## config.mk

```make
export PLATFORM = sky130hd
export DESIGN_NAME = cam_lvds_align_ctrl
export DESIGN_NICKNAME = d
export VERILOG_FILES = /design/src/rtl/cam_lvds_align_ctrl.sv
export SDC_FILE = /design/constraint.sdc
export NUM_CORES = 1
export LEC_CHECK = 0
export ABC_AREA = 1
export BUFFER_PORTS_ARGS = -buffer_cell sky130_fd_sc_hd__buf_2
export CORE_ASPECT_RATIO = 0.7
export CORE_MARGIN = 8
export CORE_UTILIZATION = 50
export CTS_BUF_LIST = sky130_fd_sc_hd__clkbuf_4 sky130_fd_sc_hd__clkbuf_8
export CTS_CLUSTER_DIAMETER = 60
export CTS_CLUSTER_SIZE = 20
export DETAILED_ROUTE_END_ITERATION = 8
export PLACE_DENSITY = 0.78
export SKIP_CTS_REPAIR_TIMING = 1
export SYNTH_ARGS = -nofsm -noshare
export SYNTH_HDL_FRONTEND = slang
export SYNTH_SLANG_ARGS = --single-unit
export TNS_END_PERCENT = 10
```

## constraint.sdc

```tcl
create_clock -name c -period 2 [get_ports c]
set_input_delay 0.3 -clock c [delete_from_list [all_inputs] [get_ports c]]
set_output_delay 0.3 -clock c [all_outputs]
set_load 0.05 [all_outputs]
```

## src/rtl/cam_lvds_align_ctrl.sv

```systemverilog
// -----------------------------------------------------------------------------
// cam_lvds_align_ctrl
//
// Per-camera word-alignment sequencer for a deserialized LVDS receiver.
// Lanes are trained one at a time. The selected lane's parallel word is
// compared with the sensor training word. Single-cycle bitslip pulses are
// issued until STABLE consecutive matching words are seen on that lane. The
// sequencer then moves to the next lane. When the last lane is aligned it
// parks in DONE.
//
// One instance serves one camera. It is clocked by that camera's
// rx_coreclock and sits between the cam_lvds_rx instance and the PIO
// control/status bits.
//
// Optional feature (compile-time macro CAM_ALIGN_RELOCK_EN):
//   When the macro is defined, the sync lane (LANES-1) is monitored while the
//   sequencer is in DONE. Four consecutive mismatching words drop
//   aligned/lane_ok and restart alignment from WAIT_LOCK. No start pulse is
//   needed. When the macro is undefined, DONE ignores rxd.
//
// Ports
//   c          in   clock (camera rx_coreclock)
//   rst        in   asynchronous reset, active-high
//   start      in   single-cycle pulse: begin/restart alignment
//   rx_locked  in   receiver PLL lock
//   rxd        in   LANES*W deserialized words, lane i = rxd[i*W +: W]
//   bitslip    out  one-hot single-cycle bitslip pulse per lane
//   lane_ok    out  per-lane aligned flags
//   aligned    out  all lanes aligned (DONE)
//   error      out  a lane ran out of slips (FAIL)
//   busy       out  sequencer active (WAIT_LOCK, CHECK, SLIP, SETTLE)
// -----------------------------------------------------------------------------
module cam_lvds_align_ctrl #(
  parameter int             LANES    = 5,
  parameter int             W        = 8,
  parameter logic [W-1:0]   TRAIN    = 8'h3A,
  parameter int             SETTLE   = 4,
  parameter int             STABLE   = 16,
  parameter int             MAX_SLIP = 16
) (
  input  logic               c,
  input  logic               rst,
  input  logic               start,
  input  logic               rx_locked,
  input  logic [LANES*W-1:0] rxd,
  output logic [LANES-1:0]   bitslip,
  output logic [LANES-1:0]   lane_ok,
  output logic               aligned,
  output logic               error,
  output logic               busy
);

  localparam int IW = (LANES > 1)  ? $clog2(LANES)  : 1;
  localparam int MW = $clog2(STABLE + 1);
  localparam int SW = $clog2(MAX_SLIP + 1);
  localparam int TW = (SETTLE > 1) ? $clog2(SETTLE) : 1;

  localparam logic [IW-1:0] LAST_LANE   = IW'(LANES - 1);
  localparam logic [MW-1:0] MATCH_LAST  = MW'(STABLE - 1);
  localparam logic [SW-1:0] SLIP_MAX    = SW'(MAX_SLIP);
  localparam logic [TW-1:0] SETTLE_LAST = TW'(SETTLE - 1);

  typedef enum logic [2:0] {
    S_IDLE,
    S_WAIT_LOCK,
    S_CHECK,
    S_SLIP,
    S_SETTLE,
    S_DONE,
    S_FAIL
  } state_t;

  state_t          state_q, state_d;
  logic [IW-1:0]   idx_q, idx_d;        // lane currently being trained
  logic [MW-1:0]   match_q, match_d;    // consecutive matching words
  logic [SW-1:0]   slip_q, slip_d;      // slips spent on the current lane
  logic [TW-1:0]   settle_q, settle_d;  // cycles spent in SETTLE

  logic [LANES-1:0] bitslip_d, lane_ok_d;
  logic             aligned_d, error_d, busy_d;

  logic [W-1:0] lane_word;
  logic         lane_match;

  assign lane_word  = rxd[int'(idx_q) * W +: W];
  assign lane_match = (lane_word == TRAIN);

`ifdef CAM_ALIGN_RELOCK_EN
  logic [1:0]   bad_q, bad_d;           // consecutive bad sync words in DONE
  logic [W-1:0] sync_word;

  assign sync_word = rxd[(LANES-1)*W +: W];
`endif

  // ---------------------------------------------------------------------------
  // State and datapath registers
  // ---------------------------------------------------------------------------
  // NOTE: sequential state uses non-blocking assignments so every register
  // samples the pre-edge values computed by the combinational blocks.
  always_ff @(posedge c or posedge rst) begin
    if (rst) begin
      state_q  <= S_IDLE;
      idx_q    <= '0;
      match_q  <= '0;
      slip_q   <= '0;
      settle_q <= '0;
      bitslip  <= '0;
      lane_ok  <= '0;
      aligned  <= 1'b0;
      error    <= 1'b0;
      busy     <= 1'b0;
`ifdef CAM_ALIGN_RELOCK_EN
      bad_q    <= '0;
`endif
    end else begin
      state_q  <= state_d;
      idx_q    <= idx_d;
      match_q  <= match_d;
      slip_q   <= slip_d;
      settle_q <= settle_d;
      bitslip  <= bitslip_d;
      lane_ok  <= lane_ok_d;
      aligned  <= aligned_d;
      error    <= error_d;
      busy     <= busy_d;
`ifdef CAM_ALIGN_RELOCK_EN
      bad_q    <= bad_d;
`endif
    end
  end

  // ---------------------------------------------------------------------------
  // Next-state logic
  // ---------------------------------------------------------------------------
  // NOTE: every variable gets a default before the case statement. Without a
  // default, a path that skips an assignment would infer a latch.
  always_comb begin
    state_d   = state_q;
    idx_d     = idx_q;
    match_d   = match_q;
    slip_d    = slip_q;
    settle_d  = settle_q;
    lane_ok_d = lane_ok;
`ifdef CAM_ALIGN_RELOCK_EN
    bad_d     = '0;
`endif

    case (state_q)
      S_IDLE, S_FAIL: begin
        // FAIL holds the partial lane_ok until a restart, whatever the PLL does.
        if (start) begin
          state_d   = S_WAIT_LOCK;
          lane_ok_d = '0;
          idx_d     = '0;
        end
      end

      S_WAIT_LOCK: begin
        if (rx_locked) begin
          state_d = S_CHECK;
          match_d = '0;
          slip_d  = '0;
        end
      end

      S_CHECK: begin
        if (lane_match) begin
          if (match_q == MATCH_LAST) begin
            lane_ok_d[idx_q] = 1'b1;
            if (idx_q == LAST_LANE) begin
              state_d = S_DONE;
              match_d = MW'(STABLE);
            end else begin
              idx_d   = idx_q + 1'b1;
              match_d = '0;
              slip_d  = '0;
            end
          end else begin
            match_d = match_q + 1'b1;
          end
        end else begin
          match_d = '0;
          state_d = (slip_q == SLIP_MAX) ? S_FAIL : S_SLIP;
        end
      end

      S_SLIP: begin
        if (slip_q != SLIP_MAX) slip_d = slip_q + 1'b1;
        settle_d = '0;
        state_d  = S_SETTLE;
      end

      S_SETTLE: begin
        // Words still in flight from before the slip are ignored; matching
        // restarts from zero once the receiver has settled.
        if (settle_q == SETTLE_LAST) begin
          state_d = S_CHECK;
          match_d = '0;
        end else begin
          settle_d = settle_q + 1'b1;
        end
      end

      S_DONE: begin
`ifdef CAM_ALIGN_RELOCK_EN
        if (sync_word != TRAIN) begin
          if (bad_q == 2'd3) begin
            state_d   = S_WAIT_LOCK;
            lane_ok_d = '0;
            idx_d     = '0;
          end else begin
            bad_d = bad_q + 2'd1;
          end
        end
`endif
        if (start) begin
          state_d   = S_WAIT_LOCK;
          lane_ok_d = '0;
          idx_d     = '0;
        end
      end

      default: state_d = S_IDLE;
    endcase

    // Lock loss overrides everything else, including a simultaneous start.
    // Redirecting to WAIT_LOCK also suppresses a SLIP that CHECK would
    // otherwise have scheduled.
    if (!rx_locked &&
        (state_q inside {S_CHECK, S_SLIP, S_SETTLE, S_DONE})) begin
      state_d   = S_WAIT_LOCK;
      lane_ok_d = '0;
      idx_d     = '0;
    end
  end

  // ---------------------------------------------------------------------------
  // Output logic: decoded from the next state so the flops carry the outputs.
  // ---------------------------------------------------------------------------
  always_comb begin
    bitslip_d = '0;
    if (state_d == S_SLIP) bitslip_d[idx_d] = 1'b1;
    aligned_d = (state_d == S_DONE);
    error_d   = (state_d == S_FAIL);
    busy_d    = (state_d inside {S_WAIT_LOCK, S_CHECK, S_SLIP, S_SETTLE});
  end

endmodule

```

==> qor.txt, run 1 <==
RSZ-0062 raised after global routing - yes
Leakage - 1.81 nW
Status - finished, violations left
Synthesis Warnings - 0
Required @ worst endpoint - 2170 ps
N_diodes - 0
Final hold vios - 0
Commonest non-fill, non-tap cell in the layout - nand2_1
Synthesized instance count - 368
Later-pin clock latency in the skew report - 290 ps
CTS root buffer - clkbuf_8
Die height - 75.0 um
Sw Share - 42.8%
Setup-violating endpoint count in the final report - 12
Final net count - 502
Maximum vdd drop - 0.000739 V
Failing checks - negative setup slack
Total wire length - 6.68 mm
Synth unique cells - 40
Dpl hpwl - 5.20 mm
CP Launch Type - flop
Layout overhead on the synthesized area - 31.4%
CP arrival - 2240 ps
Max FO, Critical Path - 6
Place WS - -217 ps
Post-synthesis register bit count - 31
Synth top area share - 31.2%
Post-synth EDFFs - 0
Cells after DPL - 506
DRC - 0
Worst Tran Pin Value - 712 ps
Min cycle time layout - 2070 ps
Via Count - 2627
Combinational share of power - 47.3%
Global placer's final weighted congestion - 0.911
First-iteration detailed-routing DRC count - 248
Mean Syn Cell Area - 6.76 sq um
Highest Clock Rate - 0.484 GHz
Synth area leader - dfrtp_1
Initial antenna violation count - 0
Slowest cell delay on critical path - 470 ps
Setup Skew - 6.97 ps
Period utilization - 103%
Port Buf Inserts - 56
Synth Flop Type - dfrtp_1
Pre-antenna DRT Iters - 5
Crit. End Element - flop
Synthesized area - 0.00249 sq mm
Total CTS buffers - 5
PD cells - 843 mW/mm^2
Commonest cells after routing, fill and taps aside - nand2_1 (80), buf_2 (56), inv_1 (51), nor2_1 (40), nand3_1 (40)
Maxcap violations - 0
Fin worst setup slack - -66.5 ps
Asr flop ratio synth - 100%
Gr usage total - 18.0%
# rows - 21
Clock transition at path regs - 60 ps
Proportion of synthesized chip area in sequential cells - 31.2%
Vias per cell - 5.03
Syn Nets - 418
Initial Util - 52.0%
Die width - 100 um
Crit path kind - reg2reg
Critical path cell sequence - inv_4, nor2_4, nand3_1, nand2_2, inv_2, nand2_1, nand2_2, nor2_4, nand3_1, nand3_2, nand2_2, nand2_2, clkinv_2, nand2_2, nor2_1
Clock power frac - 23.1%
Net Switching - 1.18 mW
Hold Path Class - in2async
Top Ports - 57
Fin util - 68.4%
Fraction of layout cells with a size suffix above 1 - 35.3%
Sink Count - 31
Pwr Total - 2.76 mW
First-pass GRT wire length - 11.0 mm
Slowest cell on the critical path - dfrtp_2
Reg power frac - 29.6%
Fin Setup TNS - -266 ps
Final cell count without fillers - 522
Pint - 1.58 mW
H-Tree Depth - 2
Vias in the first global route - 2577
Largest net degree at the start of global routing - 32
CTS tree - built
Detail Route Antenna Nets - 0
Die area - 0.00752 sq mm
Slew Viols, Final - 0
Total core area - 0.00478 sq mm
Most used cell, CP - nand2_2
Slew HR - 51.8%
Total grt overflow - 0
WL per Instance - 12.8 um
Synth top area cells - dfrtp_1 (31%), nand2_1 (14%), nand3_1 (8.7%)
CTS max path bufs - 2
[per-stage QoR]
stage | hold WS, ps | instance area [sq um]
floorplan | 404 | 2490
global placement | 394 | 2950
detailed placement | 409 | 2950
CTS | 101 | 3070
global route | 126 | 3270
finish | 85.3 | 3270
[critical path, delay by kind of cell, from the launching register on]
kind	cells	cell delay, ps
and+or+nand+nor	12	1260
buffers and inverters	3	210
DFF	1	470
[routing by layer]
layer  share of wire [%]  track usage, %  vias to the layer above
li1                    -               -                     1343
met1                  48            23.1                     1172
met2                  45            29.5                      101
met3                 6.6            4.52                       11
met4                 1.1            5.00                        0
met5                   0               0                        -
[cell families after synthesis]
family | share of synthesized area [%]
and+or+nand+nor | 41.2
buffers and inverters | 12.6
AOI/OAI and AO/OA | 9.46
DFF | 31.2
xor gates and xnor gates | 2.11
adders and majority gates | 3.02
muxes | 0.402
[synthesized netlist by cell type, types with 2 or more instances]
master,count
nand2_1,93
ha_1,6
o21ai_2,2
nand3_2,6
inv_2,4
o21ai_0,16
o21ai_1,3
buf_6,4
xnor2_1,3
nand2_4,2
nor2_2,3
nand2_2,11
a21oi_1,8
nand3_1,43
o31ai_1,3
dfrtp_1,31
buf_2,2
nor2_4,5
nand4_1,5
inv_1,54
nor2_1,42
or2_2,2
xor2_1,3
[final timing paths]
path | end | slack, ps | startpoint | cells after the start
max | bitslip[3] | -70 | idx_q[2] | 15
max in group asynchronous | idx_q[1] | 1620 | rst | 3
min | bitslip[0] | 90 | rst | 3
min reg2reg | settle_q[0] | 510 | settle_q[0] | 1
max reg2reg | bitslip[3] | -70 | idx_q[2] | 15
min in group c | busy | 470 | start | 6
[state kept, by name (all words and copies together) (netlist names)]
signal and count:
slip_q 5, settle_q 2, match_q 5, error 1, bitslip 5, idx_q 3, lane_ok 5, state_q 3
busy 1, aligned 1
[final cells by class]
type | instances | area (sq um)
sequential | 31 | 779
fill | 417 | 1510
clock buffer | 6 | 82.6
tap | 69 | 86.3
timing repair buffer | 85 | 552
inverter | 61 | 240
multi-input combinational | 268 | 1490
clock inverter | 2 | 35.0
[power groups by stage]
stage | logic (mW) | clock network [mW] | registers, mW
6_report | 1.30 | 0.638 | 0.816
5_1_grt | 1.46 | 0.678 | 0.832
4_1_cts | 1.19 | 0.646 | 0.811
3_5_place_dp | 1.18 | 0 | 0.821
3_3_place_gp | 1.15 | 0 | 0.817
2_1_floorplan | 0.718 | 0 | 0.937
Power figures use the tool's default switching activity.
==> run 2: changes to the inputs <==
ABC_AREA = 0   (was 1)
PLACE_DENSITY = 0.8   (was 0.78)
==> run 2 against run 1 <==
Effect of this change: the run still ends with negative setup slack left; sequential power grew 3.4%; global-route usage shrank 0.70 points; count of clock-buffer cells in the layout is the same; register-to-register slack lost 430 ps; power shrank 1.4%; critical endpoint is now bitslip[2]; combinational power grew 8%; worst hold slack lost 7.4 ps; sequential cell count is the same; clock power shrank 27%; clock skew shrank 1.5 ps; largest power group unchanged; synthesized cell count shrank 36%.
==> qor.txt, run 2 <==
Period utilization - 125% (+22 points)
CTS max path bufs - 2 (unchanged)
Gr usage total - 17.3% (-0.70 points)
Clock power frac - 17.0% (-6.1 points)
H-Tree Depth - 2 (unchanged)
CP arrival - 2670 ps (+430 ps)
Fillers - 275 (-34%)
Worst Setup EP - bitslip[2]
Port Buf Inserts - 56 (unchanged)
Required @ worst endpoint - 2170 ps (about the same)
Pre-antenna DRT Iters - 5 (unchanged)
CTS root buffer - clkbuf_8
DRC - 0 (unchanged)
Die width - 92.1 um (-8.2%)
Reg power frac - 31.0% (+1.4 points)
Vias in the first global route - 2103 (-18%)
Slowest cell on the critical path - dfrtp_2
Maximum vdd drop - 0.000789 V (+6.7%)
Worst Tran Pin Value - 392 ps (-319 ps)
Highest Clock Rate - 0.400 GHz (-17%)
Asr flop ratio synth - 100% (unchanged)
Met2 Use GR - 28.2% (-1.2 points)
# rows - 19 (-9.5%)
Post-synth EDFFs - 0 (unchanged)
Cells after DPL - 381 (-25%)
Crit path kind - reg2reg
Mean Syn Cell Area - 8.55 sq um (+26%)
Crit-path leading delay family - compound AO/OA/AOI/OAI gates
Dpl hpwl - 4.45 mm (-14%)
Area of the multi-input gates - 0.00125 sq mm (-16%)
Hold Path Class - in2async
Initial Util - 52.0% (-0.057 points)
First-iteration detailed-routing DRC count - 260 (+4.8%)
Post-synthesis register bit count - 31 (unchanged)
Synth unique cells - 51 (+28%)
Pint - 1.60 mW (+1.4%)
Detail Route Antenna Nets - 0 (unchanged)
Synthesized area - 0.00203 sq mm (-19%)
Crit. End Element - flop
Fraction of layout cells with a size suffix above 1 - 41.5% (+6.2 points)
Total grt overflow - 0 (unchanged)
Met3 Resource Use GR - 4.11% (-0.42 points)
Combinational share of power - 51.9% (+4.6 points)
Crit path depth - 9 (-6)
Proportion of synthesized chip area in sequential cells - 38.3% (+7.1 points)
Die area - 0.00638 sq mm (-15%)
Synth area leader - dfrtp_1
Reg2reg setup slack - -500 ps (-430 ps)
CTS tree - built
Fin worst setup slack - -501 ps (-435 ps)
RR Endpoint - bitslip[2]
Failing checks - negative setup slack
PD cells - 929 mW/mm^2 (+10%)
Synth Flop Type - dfrtp_1
Leakage - 1.40 nW (-22%)
Min cycle time layout - 2500 ps (+435 ps)
Sw Share - 41.2% (-1.6 points)
Slew HR - 73.6% (+22 points)
WL per Instance - 16.0 um (+25%)
CP Launch Type - flop
Via Count - 2275 (-13%)
Maxcap violations - 0 (unchanged)
Status - finished, violations left
Syn Nets - 287 (-31%)
Max FO, Critical Path - 7 (+1)
Count leader, synth - dfrtp_1
Critical path cell sequence - buf_12, mux2i_1, a211oi_2, o22ai_2, a21o_1, o41ai_2, a31oi_1, or3_4, nor4_1
Clock transition at path regs - 60 ps (about the same)
Critical path origin - idx_q[0]
Slew Viols, Final - 0 (unchanged)
Later-pin clock latency in the skew report - 290 ps (about the same)
Register area - 779 sq um (unchanged)
First-pass GRT wire length - 9.23 mm (-16%)
Net Switching - 1.12 mW (-5.1%)
Die height - 69.3 um (-7.7%)
Fin Setup TNS - -6600 ps (-6330 ps)
Cell count of the worst reg-to-reg path - 9 (-6)
Total wire length - 6.29 mm (-5.8%)
Initial antenna violation count - 0 (unchanged)
R2r startpoint - idx_q[0]
Vias per cell - 5.77 (+15%)
Slowest cell delay on critical path - 420 ps (-50 ps)
Largest net degree at the start of global routing - 32 (unchanged)
Final net count - 393 (-22%)
Top Ports - 57 (unchanged)
Final hold vios - 0 (unchanged)
Met1 Track Usage GR - 21.9% (-1.2 points)
Commonest cells after routing, fill and taps aside - buf_2 (56), buf_4 (49), dfrtp_1 (28), nor2_1 (25), nand2_1 (21)
Synthesized instance count - 237 (-36%)
Synthesis Warnings - 0 (unchanged)
Layout overhead on the synthesized area - 44.5%
Synth top cells by count - dfrtp_1 (31), nor2_1 (26), nand2_1 (22)
Total core area - 0.00390 sq mm (-18%)
Worst Path Buf+Inv - 1 (-2)
Total CTS buffers - 5 (unchanged)
Synth top area share - 38.3% (+7.1 points)
Commonest non-fill, non-tap cell in the layout - buf_2
Global placer's final weighted congestion - 0.859 (-5.7%)
Setup Skew - 5.47 ps (-1.49 ps)
Synth top area cells - dfrtp_1 (38%), nor2_1 (4.8%), o21ai_0 (4.4%)
Setup-violating endpoint count in the final report - 29 (+17)
Most Crowded Layer GR - met2
Sink Count - 31 (unchanged)
N_diodes - 0 (unchanged)
Final cell count without fillers - 394 (-25%)
RSZ-0062 raised after global routing - yes
Hold slack final - 77.8 ps (-7.43 ps)
==> run 2: cell count changes in the layout (fill, tap and decap cells not counted), sizes merged, moves of 7 or more <==
cell | before | now
a31oi | 1 | 8
buf | 84 | 109
inv | 59 | 12
mux2i | 1 | 8
nand2 | 106 | 22
nand3 | 49 | 8
nor2 | 52 | 26
nor3 | 1 | 11
nor4 | 0 | 8
==> run 2: metal layers <==
layer | part of all wire [%] | routed length [um] | up-vias
met4 | 3.0 | 191 | 0
met5 | 0 | 0 | -
met2 | 48 | 2990 | 114
met1 | 42 | 2610 | 1080
li1 | - | - | 1064
met3 | 7.9 | 495 | 17
==> run 2: logic make-up (layout without fill, tap and decap cells) <==
family | Yosys count | count (layout) | share of synthesized area (%)
AO/OA/AOI/OAI | 58 | 58 | 19.2
XOR/XNOR | 2 | 2 | 0.865
buffers and inverters | 23 | 128 | 5.80
AND/OR/NAND/NOR | 107 | 107 | 27.1
flip-flops | 31 | 31 | 38.3
adder cells (fa/ha/maj) | 6 | 6 | 3.71
multiplexers | 10 | 10 | 5.06
==> run 2: worst min-delay path: cells and delay by family <==
| family | cells | cell delay, ps |
|---|---|---|
| buffers and inverters | 3 | 480 |
==> run 2: how the worst min path moves through the flow <==
stage	end	cells past startpoint	from
global placement	aligned	3	rst
CTS	error	3	rst
global route	aligned	3	rst
detailed placement	error	3	rst
finish	settle_q[1]	3	rst
floorplan	aligned	1	rst
==> run 2: power groups by stage <==
| stage | registers [mW] | logic [mW] | clock network, mW |
|---|---|---|---|
| 4_1_cts | 0.832 | 1.32 | 0.460 |
| 6_report | 0.844 | 1.41 | 0.463 |
| 3_3_place_gp | 0.838 | 1.27 | 0 |
| 3_5_place_dp | 0.841 | 1.31 | 0 |
| 2_1_floorplan | 0.924 | 0.680 | 0 |
| 5_1_grt | 0.855 | 1.55 | 0.498 |
==> run 2: final cells by class <==
cell class                      instances  area share [%]
Multi-Input combinational cell        183            42.8
Sequential cell                        31            26.6
Timing Repair Buffer                  110            24.2
Clock buffer                            6            2.61
Tap cell                               52            2.22
Inverter                               12            1.54
==> run 2: metrics by stage <==
| step | cell area [sq um] | utilization [%] | power (mW) | worst slack, ps |
|---|---|---|---|---|
| detailed placement | 2650 | 68.0 | 2.15 | -504 |
| global placement | 2650 | 68.0 | 2.11 | -391 |
| CTS | 2730 | 70.0 | 2.61 | -533 |
| finish | 2930 | 75.1 | 2.72 | -501 |
| floorplan | 2030 | - | 1.60 | -313 |
| global route | 2930 | 75.1 | 2.91 | -601 |
